--- src/rtl/pipemdu.sv ---
// pipemdu: iterative MIPS mult/multu/div/divu unit, HI/LO, WIDTH+1 latency.
// Define MDU_SIGNED_EN to enable signed mult/div; otherwise eop[0] is ignored.
module pipemdu #(
  parameter int WIDTH = 32
) (
  input  logic             clock,
  input  logic             reset,
  input  logic             estart,
  input  logic [1:0]       eop,
  input  logic [WIDTH-1:0] ea,
  input  logic [WIDTH-1:0] eb,
  input  logic             ecancel,
  output logic             ebusy,
  output logic             edone,
  output logic [WIDTH-1:0] hi,
  output logic [WIDTH-1:0] lo
);

  typedef enum logic [1:0] {
    IDLE,
    RUN,
    FIX
  } state_t;

  localparam logic [WIDTH-1:0] LAST = WIDTH - 1;

  state_t             state, nstate;
  logic [WIDTH-1:0]   cnt, ra, rb;
  logic [2*WIDTH-1:0] acc, acc_nx, prod;
  logic               isdiv, negq, negr, dz;
  logic               sgn;
  logic [WIDTH-1:0]   absa, absb;
  logic [WIDTH:0]     msum, dsh, ddif;
  logic               ge;
  logic [WIDTH-1:0]   rem, qfix, rfix;

`ifdef MDU_SIGNED_EN
  assign sgn  = eop[0];
  assign absa = (sgn && ea[WIDTH-1]) ? -ea : ea;
  assign absb = (sgn && eb[WIDTH-1]) ? -eb : eb;
`else
  // signed opcodes fold onto their unsigned forms
  assign sgn  = eop[0] & 1'b0;
  assign absa = ea;
  assign absb = eb;
`endif

  always_comb begin
    msum   = {1'b0, acc[2*WIDTH-1:WIDTH]}
           + {1'b0, (rb[0] ? ra : '0)};
    dsh    = {acc[2*WIDTH-1:WIDTH], ra[WIDTH-1]};
    ddif   = dsh - {1'b0, rb};
    ge     = dsh >= {1'b0, rb};
    rem    = ge ? ddif[WIDTH-1:0] : dsh[WIDTH-1:0];
    acc_nx = isdiv ? {rem, acc[WIDTH-2:0], ge}
                   : {msum, acc[WIDTH-1:1]};
    prod   = negq ? -acc : acc;
    qfix   = negq ? -acc[WIDTH-1:0] : acc[WIDTH-1:0];
    if (dz)
      qfix = '1;
    rfix   = negr ? -acc[2*WIDTH-1:WIDTH]
                  : acc[2*WIDTH-1:WIDTH];
  end

  always_comb begin
    nstate = state;
    unique case (state)
      IDLE: if (estart && !ecancel) nstate = RUN;
      RUN: begin
        if (ecancel)          nstate = IDLE;
        else if (cnt == LAST) nstate = FIX;
      end
      FIX:     nstate = IDLE;
      default: nstate = IDLE;
    endcase
  end

  always_ff @(posedge clock) begin
    if (reset) begin
      state <= IDLE;
      cnt   <= '0;
      acc   <= '0;
      ra    <= '0;
      rb    <= '0;
      isdiv <= 1'b0;
      negq  <= 1'b0;
      negr  <= 1'b0;
      dz    <= 1'b0;
      ebusy <= 1'b0;
      edone <= 1'b0;
      hi    <= '0;
      lo    <= '0;
    end else begin
      state <= nstate;
      ebusy <= nstate != IDLE;
      edone <= state == FIX && !ecancel;
      unique case (state)
        IDLE: if (estart && !ecancel) begin
          isdiv <= eop[1];
          ra    <= absa;
          rb    <= absb;
          negq  <= sgn & (ea[WIDTH-1] ^ eb[WIDTH-1]);
          negr  <= sgn & ea[WIDTH-1];
          dz    <= eb == '0;
          cnt   <= '0;
          acc   <= '0;
        end
        RUN: if (!ecancel) begin
          acc <= acc_nx;
          cnt <= cnt + 1'b1;
          // dividend streams out MSB-first, multiplier LSB-first
          if (isdiv) ra <= ra << 1;
          else       rb <= rb >> 1;
        end
        FIX: if (!ecancel) begin
          if (isdiv) {hi, lo} <= {rfix, qfix};
          else       {hi, lo} <= prod;
        end
        default: ;
      endcase
    end
  end

endmodule

--- config.mk ---
export PLATFORM = sky130hd
export DESIGN_NAME = pipemdu
export DESIGN_NICKNAME = d
export VERILOG_FILES = /design/src/rtl/pipemdu.sv
export SDC_FILE = /design/constraint.sdc
export NUM_CORES = 1
export LEC_CHECK = 0
export CAP_MARGIN = 30
export CORE_UTILIZATION = 62
export CTS_CLUSTER_DIAMETER = 100
export CTS_CLUSTER_SIZE = 30
export DETAILED_ROUTE_END_ITERATION = 12
export MAX_ROUTING_LAYER = met4
export PLACE_DENSITY = 0.86
export REMOVE_ABC_BUFFERS = 1
export SYNTH_ARGS = -nofsm -noshare
export SYNTH_HDL_FRONTEND = slang
export SYNTH_SLANG_ARGS = --single-unit
--- constraint.sdc ---
create_clock -name clock -period 6.5 [get_ports clock]
set_input_delay 1.625 -clock clock [delete_from_list [all_inputs] [get_ports clock]]
set_output_delay 1.625 -clock clock [all_outputs]
set_load 0.02 [all_outputs]
* Word level (Yosys, flattened, before mapping)
Cells that the tools add are included.
Word-level totals: flip-flop bits (word level) 230, word-level logic and storage cells 58, input port bits 70, output and inout bits 66
Cells by class: equality and inequality tests 7, bitwise logic cells 1, order comparisons 1, reduce and logical (&&, ||, !) cells 12, mux-type cells 23, add/sub/neg operators 3
Operators with widths (number):
- $mux W32 | 12
- $mux W64 | 3
- $pmux W32 S2 | 3
- $pmux W64 S2 | 1
- $add A32 B32 Y33 | 1
- $ge A33 B32 Y1 | 1
- $add A32 B1 Y32 const B | 1
- $eq A32 B5 Y1 const B | 1
- $logic_not A32 Y1 | 1
- $sub A32 B32 Y32 | 1
- $ne A2 B2 Y1 const B | 4
- $reduce_and A4 Y1 | 2
- $mux W2 | 3
- $pmux W2 S2 | 1
- $reduce_and A2 Y1 | 2
- $reduce_bool A2 Y1 | 2
- $reduce_and A3 Y1 | 1
- $eq A2 B1 Y1 const B | 1
- $eq A2 B2 Y1 const B | 1
- $logic_and A1 B1 Y1 | 2
- $logic_not A2 Y1 | 1
- $logic_not A1 Y1 | 1
- $not A1 Y1 | 1

* Depth between registers and ports, before layout
Gate-level depths: netlist of run 1.
depth after elaboration 5, depth in mapped cells 14

* Least setup slack after synthesis of run 1
No wires, ideal clock.
kind input to register, start in ecancel, end reg cnt[25], library setup time 0.128 ns, arrival 3.216 ns, stages on the path 8, setup slack 3.157 ns, required time 6.372 ns, buffers on the path 0, cells stage by stage nor4b_4 -> nor2_2 -> nor4_4 -> nand3_2 -> nor2_2 -> nand3_1 -> xor2_1 -> nor2_1
On the way: longest elaborated chain between the ends 4, elaborated cells between the ends (all ways) 5, those cells by class eq/ne: 2; reduce/logical: 3
RTL lines:
- start: declaration | RTL line 12 | input logic ecancel,
- $logic_not A1 Y1
- $logic_and A1 B1 Y1 | RTL line 98 | IDLE: if (estart && !ecancel) begin
- $ne A2 B2 Y1 (no line)
- $reduce_and A3 Y1 (no line) (*)
- end signal: assignment | RTL line 110 | cnt <= cnt + 1'b1;
- end: declaration | RTL line 28 | logic [WIDTH-1:0] cnt, ra, rb;
Every way passes the cells marked *; elsewhere a longest branch is shown, timed or not. A chain may end at the register's enable or synchronous reset.

* Final worst setup path of run 1
start in ecancel, end reg cnt[30]
Same word-level chain as after synthesis.

==> results of run 1 <==
[per-stage QoR]
step | std cells | power (W)
CTS | 2072 | 0.00286
finish | 2072 | 0.00285
detailed placement | 2054 | 0.00198
global placement | 2054 | 0.00197
global route | 2072 | 0.00296
floorplan | 1630 | 0.00182
[cell usage after synthesis, drive strengths merged (3+ instances only)]
master | count | area (um2)
or2 | 4 | 25.0
o31ai | 3 | 22.5
nand3 | 30 | 155
o221ai | 4 | 35.0
inv | 50 | 188
o31a | 3 | 26.3
or4 | 3 | 22.5
a211oi | 9 | 67.6
xor2 | 46 | 403
mux2i | 56 | 561
clkbuf | 97 | 364
a21o | 22 | 173
nand2b | 8 | 50.1
nor2 | 237 | 895
xnor2 | 30 | 263
nand4 | 25 | 171
a22oi | 15 | 113
o21bai | 9 | 67.6
nor4 | 21 | 146
or3 | 5 | 31.3
o21a | 8 | 60.1
a21boi | 3 | 30.0
ha | 66 | 826
a311oi | 66 | 584
and2 | 38 | 238
nand2 | 275 | 1050
dfxtp | 230 | 4600
o211ai | 15 | 128
o21ai | 65 | 325
and3 | 16 | 100
nor3 | 79 | 400
nor2b | 4 | 25.0
buf | 13 | 108
nor3b | 3 | 27.5
a31oi | 13 | 81.3
a21oi | 143 | 734
[metal layers]
layer  track usage  share of wire  up-vias
met5             -              0        -
met4         0.114          0.035        0
met3        0.0388          0.055       87
met2         0.574           0.48      406
met1         0.398           0.43     5934
li1              -              -     6232
[cell type report]
| class | instances | share of cell area |
|---|---|---|
| clock inverters | 4 | 0.00422 |
| repair buffers | 149 | 0.0959 |
| clock buffers | 14 | 0.0218 |
| flip-flops and latches | 230 | 0.304 |
| well taps | 275 | 0.0227 |
| inverters | 50 | 0.0124 |
| multi-input cells | 1350 | 0.538 |
[power by group through the flow]
stage / clock [W] / sequential [W] / combinational, W
after floorplan: 0 / 0.00151 / 0.000311
after global placement: 0 / 0.00151 / 0.000463
after detailed placement: 0 / 0.00151 / 0.000470
after CTS: 0.000915 / 0.00148 / 0.000471
after global routing: 0.000958 / 0.00148 / 0.000524
final: 0.000900 / 0.00148 / 0.000475
[state kept, by name, summed over array words and instances (netlist names)]
name and count:
lo 32, hi 32, state 2, edone 1, ebusy 1, acc 64, dz 1, isdiv 1
rb 32, ra 32, cnt 32
[kinds of logic (layout without fill, tap and decap cells)]
logic type      Yosys count  after routing  synth area share
buf+inv                 160            217            0.0493
xor+xnor                 76             76            0.0498
simple gates            755            755             0.255
flops                   230            230             0.344
fa+ha+maj                68             68            0.0648
compound gates          395            395             0.195
mux                      56             56            0.0419
[worst reg2reg max path, cell delays in order (launching register included)]
cell	delay [ps]
dfxtp_1	320
buf_4	290
and2_1	200
ha_1	180
inv_1	60
fa_1	370
nand2b_1	200
a21oi_1	210
o21ai_0	210
o21ai_1	390
a21o_1	220
a41oi_1	160
a21oi_1	230
mux2i_1	260
o211ai_2	100
[worst max path at each step]
stage,start,end,slack [ps],cells after the start
floorplan,estart,acc[63],900,6
global placement,ecancel,cnt[27],1780,10
detailed placement,ecancel,cnt[28],1730,11
CTS,ecancel,cnt[29],2250,10
global route,ecancel,cnt[30],1910,11
finish,ecancel,cnt[30],2190,12
==> results.py, run 1 <==
metrics = {
    "detailed_routing": {
        "avgRoutedWirePerCell_um": 17.3,
        "detail_route.vias_per_cell": 6.11,
        "vias": 12659,
        "drtAntennaViolNets": 0,
        "drc": 0,
        "drt_pass1_iterations": 6,
        "drt-initial-drc-count": 931,
        "finalWirelength_um": 35900,
    },
    "synthesis": {
        "synth_cells": 1740,
        "ys_types": 75,
        "asyncSetResetFlopFracSynth": 0,
        "post_synth.cell_area_avg_um2": 7.68,
        "yosys_warnings": 0,
        "flip_flop_cell_with_the_highest_count_after_synthesis": "dfxtp_1",
        "synth.ff_latch_count": 230,
        "synth-edff-count": 0,
        "netlist_area_um2": 13400,
        "ys_seq_area_frac": 0.344,
    },
    "critical_path": {
        "timing_worst_setup_path_type": "input port to flop",
        "cell_at_the_slowest_stage_of_the_critical_path": "nor2_4",
        "r2r-start": "rb[0]",
        "gate_family_responsible_for_the_most_delay_along_the_worst_path": "buffers and inverters",
        "critical_path.max_fanout": 47,
        "critPathArrivalTime_ps": 4670,
        "r2r_setup_slack_ps": 2940,
        "worst_setup_path_end_kind": "flop",
        "critical_path.max_stage_delay_ps": 670,
        "critical_path.startpoint_type": "input port",
        "cp_num_buf_inv": 4,
        "worst_r2r_endpoint": "acc[61]",
        "critPathRequiredTime_ps": 6860,
        "timing.critical_path.cells": "clkdlybuf4s50_1, nor4b_4, buf_4, nor2_4, buf_4, nor3_2, and3_1, inv_1, nor2_1, nand2_1, xor2_1, nor2_1",
        "ff2ff_path_depth": 14,
    },
    "timing": {
        "worst_pin_slew_ps": 1020,
        "hold_viol": 0,
        "layout_worst_path_cycle_share": 0.663,
        "final-max-slew-violation-count": 0,
        "grt_setup_unrepaired": "no",
        "post-route-min-period_ps": 4310,
        "holdWs_ps": 460,
        "relSlewSlack": 0.320,
        "fin_setup_tns_ps": 0,
        "timing.clock.skew_ps": 25.5,
        "setup_violations": 0,
        "layout_setup_ws_ps": 2190,
        "fmaxAchievable_mhz": 232,
    },
    "grt": {
        "grt_max_degree": 75,
        "grt_usage": 0.332,
        "wire_length_of_the_first_global_routing_pass_um": 58100,
        "global_route.overflow_total": 0,
        "grt_antenna_before_repair": 0,
        "number_of_global_route_vias_before_repair": 11889,
    },
    "cells_and_area": {
        "mostFrequentLayoutCell": "nand2_1",
        "final_cell_area_um2": 15100,
        "post_route_cells_drive_above_1_share": 0.0362,
        "layout.filler_cells": 1748,
        "nNetsFinal": 1931,
        "multiInputGateArea_um2": 8150,
        "fin_util": 0.717,
        "ff_latch_area_um2": 4610,
        "syn_to_final_growth_pct": 13.2,
        "antenna-diode-count": 0,
        "most-common-layout-cells": "274 x nand2_1, 234 x nor2_1, 229 x dfxtp_1, 139 x a21oi_1, 133 x clkdlybuf4s50_1",
    },
    "floorplanning": {
        "initial_core_util": 0.634,
        "fp.dieW_um": 149,
        "dieArea_um2": 22200,
        "rows": 53,
        "die_height_um": 149,
        "core_area_um2": 21100,
        "io-pin-count": 136,
    },
    "placement": {
        "gp_routability_congestion": 0.948,
        "port_buffers": 134,
        "dpl_worst_slack_ps": 1730,
        "detailed_place_hpwl_um": 25800,
        "postPlaceCellArea_um2": 14700,
    },
    "pwr": {
        "netSwitchingPower_w": 0.000802,
        "internal_power_w": 0.00205,
        "power.ir.vdd_worst_uv": 151,
        "power_leakage_nw": 5.75,
        "power.combinational.fraction": 0.167,
        "switching_share": 0.281,
        "seq_power_share": 0.518,
        "share_clk_of_total_power": 0.316,
        "power_density_nw_per_um2": 188,
    },
    "worst_hold_path": {
        "hold_path_depth": 2,
        "min-delay-path-class": "flop to flop",
        "worst_hold_startpoint": "hi[30]",
        "holdPathEnd": "hi[30]",
    },
    "clock_network": {
        "tritoncts_num_sinks": 230,
        "worst_skew_pair.late_latency_ps": 500,
        "ctsLongestPathBuffers": 3,
        "worst_setup_hold_path_clk_slew_ps": 100,
        "clock_tree_from_tritoncts": "yes",
        "cts_hold_repair.buffers": 0,
        "tritoncts.num_buffers": 12,
        "cts_root_buffer": "clkbuf_16",
        "h_tree_lvls": 1,
        "postCtsSetupBuffers": 0,
        "cts_repair_resize_count": 0,
    },
    "status": {
        "status": "finished clean",
    },
    "run": {
        "maxCapViolations": 0,
    },
}
(Power assumes the default switching activity.)
==> run 2: changes to the inputs <==
--- a/config.mk
+++ b/config.mk
@@ -6,12 +6,12 @@
 export NUM_CORES = 1
 export LEC_CHECK = 0
 export CAP_MARGIN = 30
-export CORE_UTILIZATION = 62
+export CORE_UTILIZATION = 58
 export CTS_CLUSTER_DIAMETER = 100
 export CTS_CLUSTER_SIZE = 30
 export DETAILED_ROUTE_END_ITERATION = 12
 export MAX_ROUTING_LAYER = met4
-export PLACE_DENSITY = 0.86
+export PLACE_DENSITY = 0.81
 export REMOVE_ABC_BUFFERS = 1
 export SYNTH_ARGS = -nofsm -noshare
 export SYNTH_HDL_FRONTEND = slang
==> constraint.sdc (replaced) <==
create_clock -name clock -period 4 [get_ports clock]
set_input_delay 1 -clock clock [delete_from_list [all_inputs] [get_ports clock]]
set_output_delay 1 -clock clock [all_outputs]
set_load 0.02 [all_outputs]
==> results.py, run 2 (synthesis gave the netlist of run 1 again) <==
metrics = {
    "critical_path": {
        "cpMostUsedCell": "a31oi_1",
        "critPathRequiredTime_ps": 4380,
        "cell_at_the_slowest_stage_of_the_critical_path": "dfxtp_1",
        "timing.critical_path.cells": "buf_4, ha_1, inv_1, fa_1, a211oi_1, o21bai_1, o211ai_1, nand4_1, a31oi_1, o21a_1, a31oi_1, mux2i_1, o211ai_2",
        "worst_setup_path_end_kind": "flop",
        "timing_worst_setup_path_type": "flop to flop",
        "critical_path.startpoint_type": "flop",
        "r2r_setup_slack_ps": 460,
        "critPathArrivalTime_ps": 3920,
        "cp_num_buf_inv": 2,
        "gate_family_responsible_for_the_most_delay_along_the_worst_path": "compound AO/OA/AOI/OAI gates",
        "critical_path.max_fanout": 24,
        "critical_path.max_stage_delay_ps": 530,
    },
    "cells_and_area": {
        "syn_to_final_growth_pct": 14.2,
        "post_route_cells_drive_above_1_share": 0.0415,
        "largest_reg_flops": 64,
        "ff_latch_area_um2": 4610,
        "nNetsFinal": 1942,
        "multiInputGateArea_um2": 8150,
        "mostFrequentLayoutCell": "nand2_1",
        "most-common-layout-cells": "274 x nand2_1, 234 x nor2_1, 229 x dfxtp_1, 139 x a21oi_1, 133 x clkdlybuf4s50_1",
        "layout.filler_cells": 1957,
        "largest_register": "acc",
    },
    "clock_network": {
        "cts_repair_resize_count": 0,
        "postCtsSetupBuffers": 0,
        "tritoncts.num_buffers": 12,
        "clock_tree_from_tritoncts": "yes",
        "worst_skew_pair.late_latency_ps": 510,
        "cts_root_buffer": "clkbuf_16",
        "ctsLongestPathBuffers": 3,
        "h_tree_lvls": 1,
        "tritoncts_num_sinks": 230,
        "worst_setup_hold_path_clk_slew_ps": 110,
        "cts_hold_repair.buffers": 0,
    },
    "grt": {
        "grt_antenna_before_repair": 1,
        "wire_length_of_the_first_global_routing_pass_um": 58600,
        "grt_usage": 0.311,
        "grt_max_degree": 68,
        "number_of_global_route_vias_before_repair": 11811,
        "global_route.overflow_total": 0,
    },
    "floorplanning": {
        "fp.dieW_um": 154,
        "io-pin-count": 136,
        "initial_core_util": 0.590,
        "core_area_um2": 22600,
        "dieArea_um2": 23700,
        "rows": 55,
        "die_height_um": 154,
    },
    "pwr": {
        "netSwitchingPower_w": 0.00132,
        "share_clk_of_total_power": 0.306,
        "power_density_nw_per_um2": 301,
        "internal_power_w": 0.00327,
        "power.combinational.fraction": 0.171,
        "seq_power_share": 0.524,
        "power_leakage_nw": 5.81,
        "switching_share": 0.288,
        "power.ir.vdd_worst_uv": 417,
        "p_total_w": 0.00459,
    },
    "timing": {
        "timing.clock.skew_ps": 39.2,
        "post-route-min-period_ps": 3540,
        "layout_worst_path_cycle_share": 0.885,
        "hold_viol": 0,
        "grt_setup_unrepaired": "no",
        "setup_violations": 0,
        "fmaxAchievable_mhz": 282,
        "fin_setup_tns_ps": 0,
        "relSlewSlack": 0.398,
        "final-max-slew-violation-count": 0,
        "holdWs_ps": 458,
        "worst_pin_slew_ps": 901,
    },
    "detailed_routing": {
        "drt_pass1_iterations": 7,
        "detail_route.vias_per_cell": 6.00,
        "vias": 12553,
        "drtAntennaViolNets": 0,
        "drt-initial-drc-count": 749,
        "drc": 0,
        "finalWirelength_um": 35900,
        "avgRoutedWirePerCell_um": 17.2,
    },
    "status": {
        "status": "finished clean",
    },
    "placement": {
        "detailed_place_hpwl_um": 26400,
        "gp_routability_congestion": 0.958,
        "port_buffers": 134,
    },
    "worst_hold_path": {
        "min-delay-path-class": "flop to flop",
    },
    "run": {
        "maxCapViolations": 0,
    },
}
[run 2: layer usage]
| metal | up-vias | GRT usage | routed length [um] |
|---|---|---|---|
| met5 | - | - | 0 |
| met2 | 313 | 0.529 | 17300 |
| met4 | 0 | 0.120 | 1320 |
| li1 | 6247 | - | - |
| met3 | 78 | 0.0369 | 1630 |
| met1 | 5915 | 0.375 | 15700 |
[run 2: worst register-to-register path, delay by kind of cell (launching register included)]
family,cells,cell delay [ps]
flip-flops,1,530
multiplexers,1,170
adder cells (fa/ha/maj),2,670
AO/OA/AOI/OAI,7,1440
buffers and inverters,2,400
AND/OR/NAND/NOR,1,190
[run 2: path summary, 6_finish.rpt]
kind	end	cells after the start	start
worst max-delay path	acc[60]	13	rb[0]
worst min-delay path	hi[17]	2	hi[17]
worst max register to register	acc[60]	13	rb[0]
worst min register to register	hi[17]	2	hi[17]
[run 2: cell type report]
cell class,instances,area share
multi-input combinational,1350,0.534
sequential,230,0.302
timing repair buffer,160,0.104
tap,285,0.0234
clock buffer,13,0.0206
inverter,50,0.0123
clock inverter,3,0.00410
antenna,1,0.000164
[run 2: through the flow]
stage	instance area (um2)	utilization	setup slack (ps)	instances
6_report	15300	0.674	458	2092
5_1_grt	15300	0.674	155	2092
4_1_cts	15300	0.674	482	2091
3_5_place_dp	14900	0.657	525	2075
3_3_place_gp	14900	0.657	571	2075
2_1_floorplan	12900	-	-1090	1630
[run 2: power groups by stage]
stage	clock network (W)	registers, W	logic, W
after floorplan	0	0.00245	0.000506
after global placement	0	0.00245	0.000763
after detailed placement	0	0.00246	0.000775
after CTS	0.00144	0.00240	0.000778
after global routing	0.00151	0.00241	0.000860
final	0.00140	0.00240	0.000784
==> run 3: changes to the inputs <==
==> constraint.sdc (replaced) <==
create_clock -name clock -period 3.6 [get_ports clock]
set_input_delay 0.9 -clock clock [delete_from_list [all_inputs] [get_ports clock]]
set_output_delay 0.9 -clock clock [all_outputs]
set_load 0.02 [all_outputs]
==> results.py, run 3 (synthesis gave the netlist of run 1 again) <==
metrics = {
    "clock_network": {
        "h_tree_lvls": 1,
        "tritoncts_num_sinks": 230,
        "worst_skew_pair.late_latency_ps": 500,
        "cts_root_buffer": "clkbuf_16",
        "cts_repair_resize_count": 0,
        "worst_setup_hold_path_clk_slew_ps": 110,
        "postCtsSetupBuffers": 0,
        "tritoncts.num_buffers": 12,
        "ctsLongestPathBuffers": 3,
        "cts_hold_repair.buffers": 0,
        "clock_tree_from_tritoncts": "yes",
    },
    "run": {
        "maxCapViolations": 0,
    },
    "critical_path": {
        "critical_path.max_fanout": 11,
        "r2r-start": "rb[0]",
        "critPathRequiredTime_ps": 3980,
        "critical_path.startpoint_type": "flop",
        "worst_setup_path_end_kind": "flop",
        "timing.critical_path.from": "rb[0]",
        "critPathArrivalTime_ps": 3780,
        "timing_worst_setup_path_type": "flop to flop",
    },
    "pwr": {
        "seq_power_share": 0.513,
        "power_density_nw_per_um2": 337,
        "share_clk_of_total_power": 0.318,
        "power.combinational.fraction": 0.169,
        "power.ir.vdd_worst_uv": 283,
        "netSwitchingPower_w": 0.00148,
        "power_leakage_nw": 5.94,
        "switching_share": 0.285,
        "internal_power_w": 0.00373,
    },
    "floorplanning": {
        "core_area_um2": 22600,
        "die_height_um": 154,
        "initial_core_util": 0.590,
        "dieArea_um2": 23700,
        "fp.dieW_um": 154,
        "io-pin-count": 136,
        "rows": 55,
    },
    "detailed_routing": {
        "vias": 12570,
        "finalWirelength_um": 36000,
        "drtAntennaViolNets": 0,
        "drt-initial-drc-count": 895,
        "drt_pass1_iterations": 7,
        "drc": 0,
        "avgRoutedWirePerCell_um": 17.0,
        "detail_route.vias_per_cell": 5.94,
    },
    "cells_and_area": {
        "syn_to_final_growth_pct": 15.7,
        "nNetsFinal": 1964,
        "most-common-layout-cells": "274 x nand2_1, 234 x nor2_1, 229 x dfxtp_1, 139 x a21oi_1, 133 x clkdlybuf4s50_1",
        "mostFrequentLayoutCell": "nand2_1",
        "largest_register": "acc",
        "final_cell_area_um2": 15500,
        "fin_util": 0.683,
        "layout.filler_cells": 1929,
        "post_route_cells_drive_above_1_share": 0.0541,
        "antenna-diode-count": 0,
        "largest_reg_flops": 64,
    },
    "timing": {
        "layout_worst_path_cycle_share": 0.945,
        "holdWs_ps": 459,
        "grt_setup_unrepaired": "no",
        "hold_viol": 0,
        "fmaxAchievable_mhz": 294,
        "timing.clock.skew_ps": 30.3,
        "relSlewSlack": 0.471,
        "post-route-min-period_ps": 3400,
        "final-max-slew-violation-count": 0,
        "setup_violations": 0,
        "worst_pin_slew_ps": 783,
    },
    "worst_hold_path": {
        "worst_hold_startpoint": "hi[9]",
        "min-delay-path-class": "flop to flop",
    },
    "grt": {
        "wire_length_of_the_first_global_routing_pass_um": 58800,
        "grt_usage": 0.311,
        "grt_max_degree": 73,
        "grt_antenna_before_repair": 0,
        "global_route.overflow_total": 0,
        "number_of_global_route_vias_before_repair": 11993,
    },
    "status": {
        "status": "finished clean",
    },
    "placement": {
        "detailed_place_hpwl_um": 26800,
        "gp_routability_congestion": 0.974,
        "port_buffers": 134,
        "postPlaceCellArea_um2": 15100,
    },
}
==> run 3: through the flow <==
| stage | cells | worst slack [ps] | power, W | TNS, ps |
|---|---|---|---|---|
| final | 2115 | 200 | 0.00521 | 0 |
| after CTS | 2115 | 239 | 0.00522 | 0 |
| after global placement | 2097 | 319 | 0.00359 | 0 |
| after global routing | 2115 | 9.83 | 0.00543 | 0 |
| after floorplan | 1630 | -1490 | 0.00328 | -85150 |
| after detailed placement | 2097 | 257 | 0.00360 | 0 |
==> run 3: per-layer routing <==
layer / routed length, um / share of wire / global-route usage / vias up
met5: 0 / 0 / - / -
met1: 15800 / 0.44 / 0.379 / 5855
met4: 1330 / 0.037 / 0.127 / 0
met2: 17200 / 0.48 / 0.526 / 323
li1: - / - / - / 6299
met3: 1730 / 0.048 / 0.0324 / 93
==> run 3: final timing paths <==
check                           depth (start not counted)  slack (ps)      end
worst max register to register                         14         200  acc[61]
worst min-delay path                                    2         460    hi[9]
worst max-delay path                                   14         200  acc[61]
worst min register to register                          2         460    hi[9]
==> run 3: worst max-delay path, cell delays in order (launching register included) <==
cell and delay (ps):
dfxtp_1 570, and2_1 190, ha_1 190, inv_1 70, fa_1 380, nand2b_1 200, a21oi_1 210, o21ai_0 200
o21ai_1 160, buf_4 150, a21o_1 170, a41oi_1 160, a21oi_1 230, mux2i_1 290, o211ai_2 110
==> run 3: area by class of cell <==
class | instances | area, um2 | area share
repair buffers | 182 | 1760 | 0.114
inverters | 50 | 188 | 0.0121
flip-flops and latches | 230 | 4610 | 0.298
clock buffers | 13 | 325 | 0.0210
clock inverters | 5 | 75.1 | 0.00486
multi-input cells | 1350 | 8150 | 0.527
well taps | 285 | 357 | 0.0231
==> run 3: power by group through the flow <==
stage / Sequential (W) / Clock [W] / Combinational (W)
after floorplan: 0.00272 / 0 / 0.000562
after detailed placement: 0.00273 / 0 / 0.000871
after global placement: 0.00273 / 0 / 0.000860
after CTS: 0.00267 / 0.00167 / 0.000875
final: 0.00268 / 0.00166 / 0.000881
after global routing: 0.00269 / 0.00177 / 0.000974
==> RTL change 1: new RTL, flow settings as in run 3 <==
The 3 states of `state_t` get a one-hot encoding in 3 bits.
--- a/src/rtl/pipemdu.sv
+++ b/src/rtl/pipemdu.sv
@@ -18,6 +18,6 @@
 
-  typedef enum logic [1:0] {
-    IDLE,
-    RUN,
-    FIX
+  typedef enum logic [2:0] {
+    IDLE = 3'b001,
+    RUN  = 3'b010,
+    FIX  = 3'b100
   } state_t;
Behaviour: same outputs for any inputs over 4 cycles, from zero or initial values and one cycle with reset high; so few cycles prove little.
==> RTL change 1 against run 3 <==
Sequential share of layout area is 0.20 points lower. Design area is 1.1% higher. Critical path type unchanged. Worst setup slack better by 0.0021 ns. Global-route usage is 0.49 points higher. Synthesized cell count is 2.8% higher. Sequential cell count is 1 higher. Wire length is 3.1% higher. Power is 4.4% lower. Combinational power is 20% lower. Synthesized area is 1.1% higher. Count of clock-buffer cells in the layout is 1 higher.
==> RTL change 1: results (changes against run 3) <==
Worst-Skew Late Latency -> 0.50 ns (about the same)
Share of layout cells above drive strength 1 -> 0.0485 (was 0.0541)
Post-DP HPWL -> 26.9 mm (was 26.8 mm)
Peak VDD IR -> 0.000385 V (was 0.000283 V)
Status -> completed (unchanged)
Post-synth top cells -> 282 x nand2_1, 245 x nor2_1, 231 x dfxtp_1 (was 274 x nand2_1, 235 x nor2_1, 230 x dfxtp_1)
Clk buf depth -> 3 (unchanged)
Total track usage -> 0.316 (was 0.311)
Pre-CTS setup slack -> 0.148 ns (was 0.257 ns)
CTS buffer count -> 12 (unchanged)
Critical Path AT -> 3.78 ns (about the same)
Post-route clock skew -> 0.0273 ns (was 0.0303 ns)
Endpoints failing setup -> 0 (unchanged)
Root buf cell -> clkbuf_16 (unchanged)
H-tree depth reported by CTS -> 1 (unchanged)
Static leakage -> 6.07 nW (was 5.94 nW)
Reg power frac -> 0.533 (was 0.513)
Max FFs per register -> 64 (unchanged)
Most common cell after layout, fill and taps aside -> nand2_1 (unchanged)
Ant. Diodes -> 0 (unchanged)
Slew HR -> 0.482 (was 0.471)
Global-route wire length before repair -> 60.4 mm (was 58.8 mm)
First-pass DRT Iterations -> 5 (was 7)
Clk slew on worst S/H paths -> 0.11 ns (about the same)
Largest net degree at the start of global routing -> 72 (was 73)
Antenna violations before repair -> 0 (unchanged)
CP max stage cell -> dfxtp_1 (unchanged)
Area contributors post-synth -> dfxtp_1 34%, nand2_1 7.8%, nor2_1 6.8% (was dfxtp_1 34%, nand2_1 7.7%, nor2_1 6.6%)
Design Power -> 0.00498 W (was 0.00521 W)
Input/output buffers -> 134 (unchanged)
Vias in the first global route -> 12500 (was 12000)
GP Congestion -> 0.944 (was 0.974)
Slowest stage delay, CP -> 0.39 ns (was 0.57 ns)
Syn. warnings -> 0 (unchanged)
Reg with most FFs -> acc (unchanged)
Top delay family on crit path -> compound AO/OA/AOI/OAI gates (unchanged)
Prevailing post-synth register cell -> dfxtp_1 (unchanged)
P_comb -> 0.000704 W (was 0.000881 W)
Drt wl/cell -> 17.2 um (was 17.0 um)
Library cells used by synthesis -> 70 (was 75)
GRT overflow -> 0 (unchanged)
P_sw -> 0.00133 W (was 0.00148 W)
Sequential-to-total area share from yosys stat -> 0.342 (was 0.344)
Post-cts resize count -> 0 (unchanged)
CP max FO -> 33 (was 11)
Asr flop ratio synth -> 0 (unchanged)
Initial DRC Count -> 711 (was 895)
Worst hold path class -> flip-flop to flip-flop (unchanged)
DP Area -> 15200 um^2 (was 15100 um^2)
Via density -> 6.02 (was 5.94)
Layout net count -> 2011 (was 1964)
Postcts setup bufs -> 0 (unchanged)
RTL change 1: cell types whose count changed in the layout (fill, tap and decap cells not counted), moves of 10 or more:
cell,change
xor2_1,-10
a21oi_1,+13
o21ai_0,+21
a22oi_1,-10
o21ai_1,-15
nor2_1,+11
RTL change 1: per-layer routing:
layer	part of all wire	vias up	routed length (um)	global-route usage
met5	0	-	0	-
met4	0.034	0	1270	0.121
met3	0.050	89	1850	0.0395
met2	0.49	312	18300	0.542
met1	0.42	6140	15800	0.378
li1	-	6472	-	-
RTL change 1: metrics by stage:
stage,util,instances,TNS (ns)
after global routing,0.688,2162,0
after global placement,0.671,2144,0
after floorplan,-,1678,-793.93
final,0.688,2162,0
after CTS,0.688,2162,0
after detailed placement,0.671,2144,0
RTL change 1: cell families (layout without fill, tap and decap cells):
group | count (synthesis) | in the layout | share of synthesized area
AND/OR/NAND/NOR | 783 | 783 | 0.260
AO/OA/AOI/OAI | 419 | 419 | 0.202
flip-flops | 231 | 231 | 0.342
buffers and inverters | 166 | 255 | 0.0478
adder cells (fa/ha/maj) | 68 | 68 | 0.0641
XOR/XNOR | 68 | 68 | 0.0441
multiplexers | 53 | 53 | 0.0395
RTL change 1: final cells by class:
type | instances | area [um^2]
Sequential cell | 231 | 4630
Timing Repair Buffer | 181 | 1750
Inverter | 56 | 210
Clock inverter | 4 | 53.8
Tap cell | 285 | 357
Clock buffer | 14 | 329
Fill cell | 1981 | 7080
Multi-Input combinational cell | 1391 | 8300
RTL change 1: path summary, 6_finish.rpt:
check                           slack, ns  endpoint  depth (start not counted)  startpoint
worst min register to register       0.46    hi[29]                          2      hi[29]
worst min-delay path                 0.46    hi[29]                          2      hi[29]
worst max register to register       0.20   acc[52]                         13       rb[0]
worst max-delay path                 0.20   acc[52]                         13       rb[0]
==> RTL change 2: new RTL, settings of run 3 <==
Without the edit above. The parameter `WIDTH` goes from 32 to 40.
--- a/src/rtl/pipemdu.sv
+++ b/src/rtl/pipemdu.sv
@@ -3,3 +3,3 @@
 module pipemdu #(
-  parameter int WIDTH = 32
+  parameter int WIDTH = 40
 ) (
Interface: changed (resized ea, eb, hi and lo); port bits go from 136 to 168. The function was not compared with the original's and may differ.
==> RTL change 2 against run 3 <==
Worst hold slack better by 0.0029 ns. Maximum frequency shrank 2.3%. Count of clock-buffer cells in the layout up 2. Sequential cell count up 56. Worst setup slack worse by 0.079 ns. Power up 24%. Synthesized area rose by 25%. Synthesized cell count is 24% higher. Global-route usage up 1.0 points. Critical path depth rose by 1. Design area increased by 28%. Cell count increased by 27%. Wire length grew 31%. Critical path type unchanged.
==> RTL change 2: results (changes against run 3) <==
CP max stage cell -> dfxtp_2 (was dfxtp_1)
Slowest stage delay, CP -> 0.36 ns (was 0.57 ns)
Antenna violations before repair -> 2 (was 0)
Peak VDD IR -> 0.000342 V (was 0.000283 V)
Multi-input logic cell count -> 1683 (was 1350)
Met1 WL -> 20.7 mm (was 15.8 mm)
Multi-input gate area -> 10400 um^2 (was 8150 um^2)
Layout net count -> 2473 (was 1964)
Largest net degree at the start of global routing -> 80 (was 73)
Mapped Cells -> 2166 (was 1740)
DP Area -> 19000 um^2 (was 15100 um^2)
Post-DP HPWL -> 34.3 mm (was 26.8 mm)
Achievable Freq -> 0.287 GHz (was 0.294 GHz)
Global-route wire length before repair -> 75.6 mm (was 58.8 mm)
Power Clock -> 0.00195 W (was 0.00166 W)
Met3 wire length -> 2.86 mm (was 1.73 mm)
Initial DRC Count -> 1026 (was 895)
Die X -> 172 um (was 154 um)
M1 GR Usage -> 0.403 (was 0.379)
Clk tree area frac -> 0.0226 (was 0.0259)
Register share of the cell area -> 0.291 (was 0.298)
Via density -> 5.96 (was 5.94)
CP max FO -> 15 (was 11)
Fill cells -> 2364 (was 1929)
Met3 Resource Use GR -> 0.0502 (was 0.0324)
Min-Delay Startpoint -> hi[29] (was hi[9])
Postcts setup bufs -> 1 (was 0)
Reg-to-reg slack, setup -> 0.12 ns (was 0.20 ns)
Worst-Skew Late Latency -> 0.55 ns (was 0.50 ns)
Inverters -> 58 (was 50)
Total track usage -> 0.322 (was 0.311)
Sequential-to-total area share from yosys stat -> 0.343 (was 0.344)
Slew HR -> 0.443 (was 0.471)
Max FFs per register -> 80 (was 64)
Area contributors post-synth -> dfxtp_1 34%, nand2_1 7.4%, nor2_1 6.3% (was dfxtp_1 34%, nand2_1 7.7%, nor2_1 6.6%)
Non-clock buffer share -> 0.124 (was 0.114)
Buffers excl. clock -> 260 (was 182)
Input/output buffers -> 166 (was 134)
Status -> completed (unchanged)
Static leakage -> 7.90 nW (was 5.94 nW)
Post-synth top cells -> 328 x nand2_1, 286 x dfxtp_1, 282 x nor2_1 (was 274 x nand2_1, 235 x nor2_1, 230 x dfxtp_1)
Library cells used by synthesis -> 80 (was 75)
RTL change 2: cell types whose count changed after synthesis, moves of 11 or more:
| cell | change |
|---|---|
| ha_1 | +16 |
| clkbuf_1 | +17 |
| a311oi_1 | +16 |
| nand2_1 | +54 |
| nor3_1 | +18 |
| dfxtp_1 | +56 |
| mux2i_1 | +17 |
| a21o_1 | +30 |
| buf_1 | +14 |
| xor2_1 | +11 |
| xnor2_1 | +15 |
| a21oi_1 | +37 |
| nor2_1 | +47 |
RTL change 2: kinds of logic after synthesis:
family / synth area share
compound gates: 0.204
xor+xnor: 0.0535
fa+ha+maj: 0.0638
buf+inv: 0.0475
flops: 0.343
mux: 0.0451
simple gates: 0.244
RTL change 2: per-stage QoR:
stage | TNS [ns] | power, W | util
CTS | 0 | 0.00644 | 0.694
detailed placement | -0.0196 | 0.00454 | 0.677
global placement | 0 | 0.00451 | 0.677
global route | -0.0675 | 0.00672 | 0.703
floorplan | -318.53 | 0.00412 | -
finish | 0 | 0.00648 | 0.703
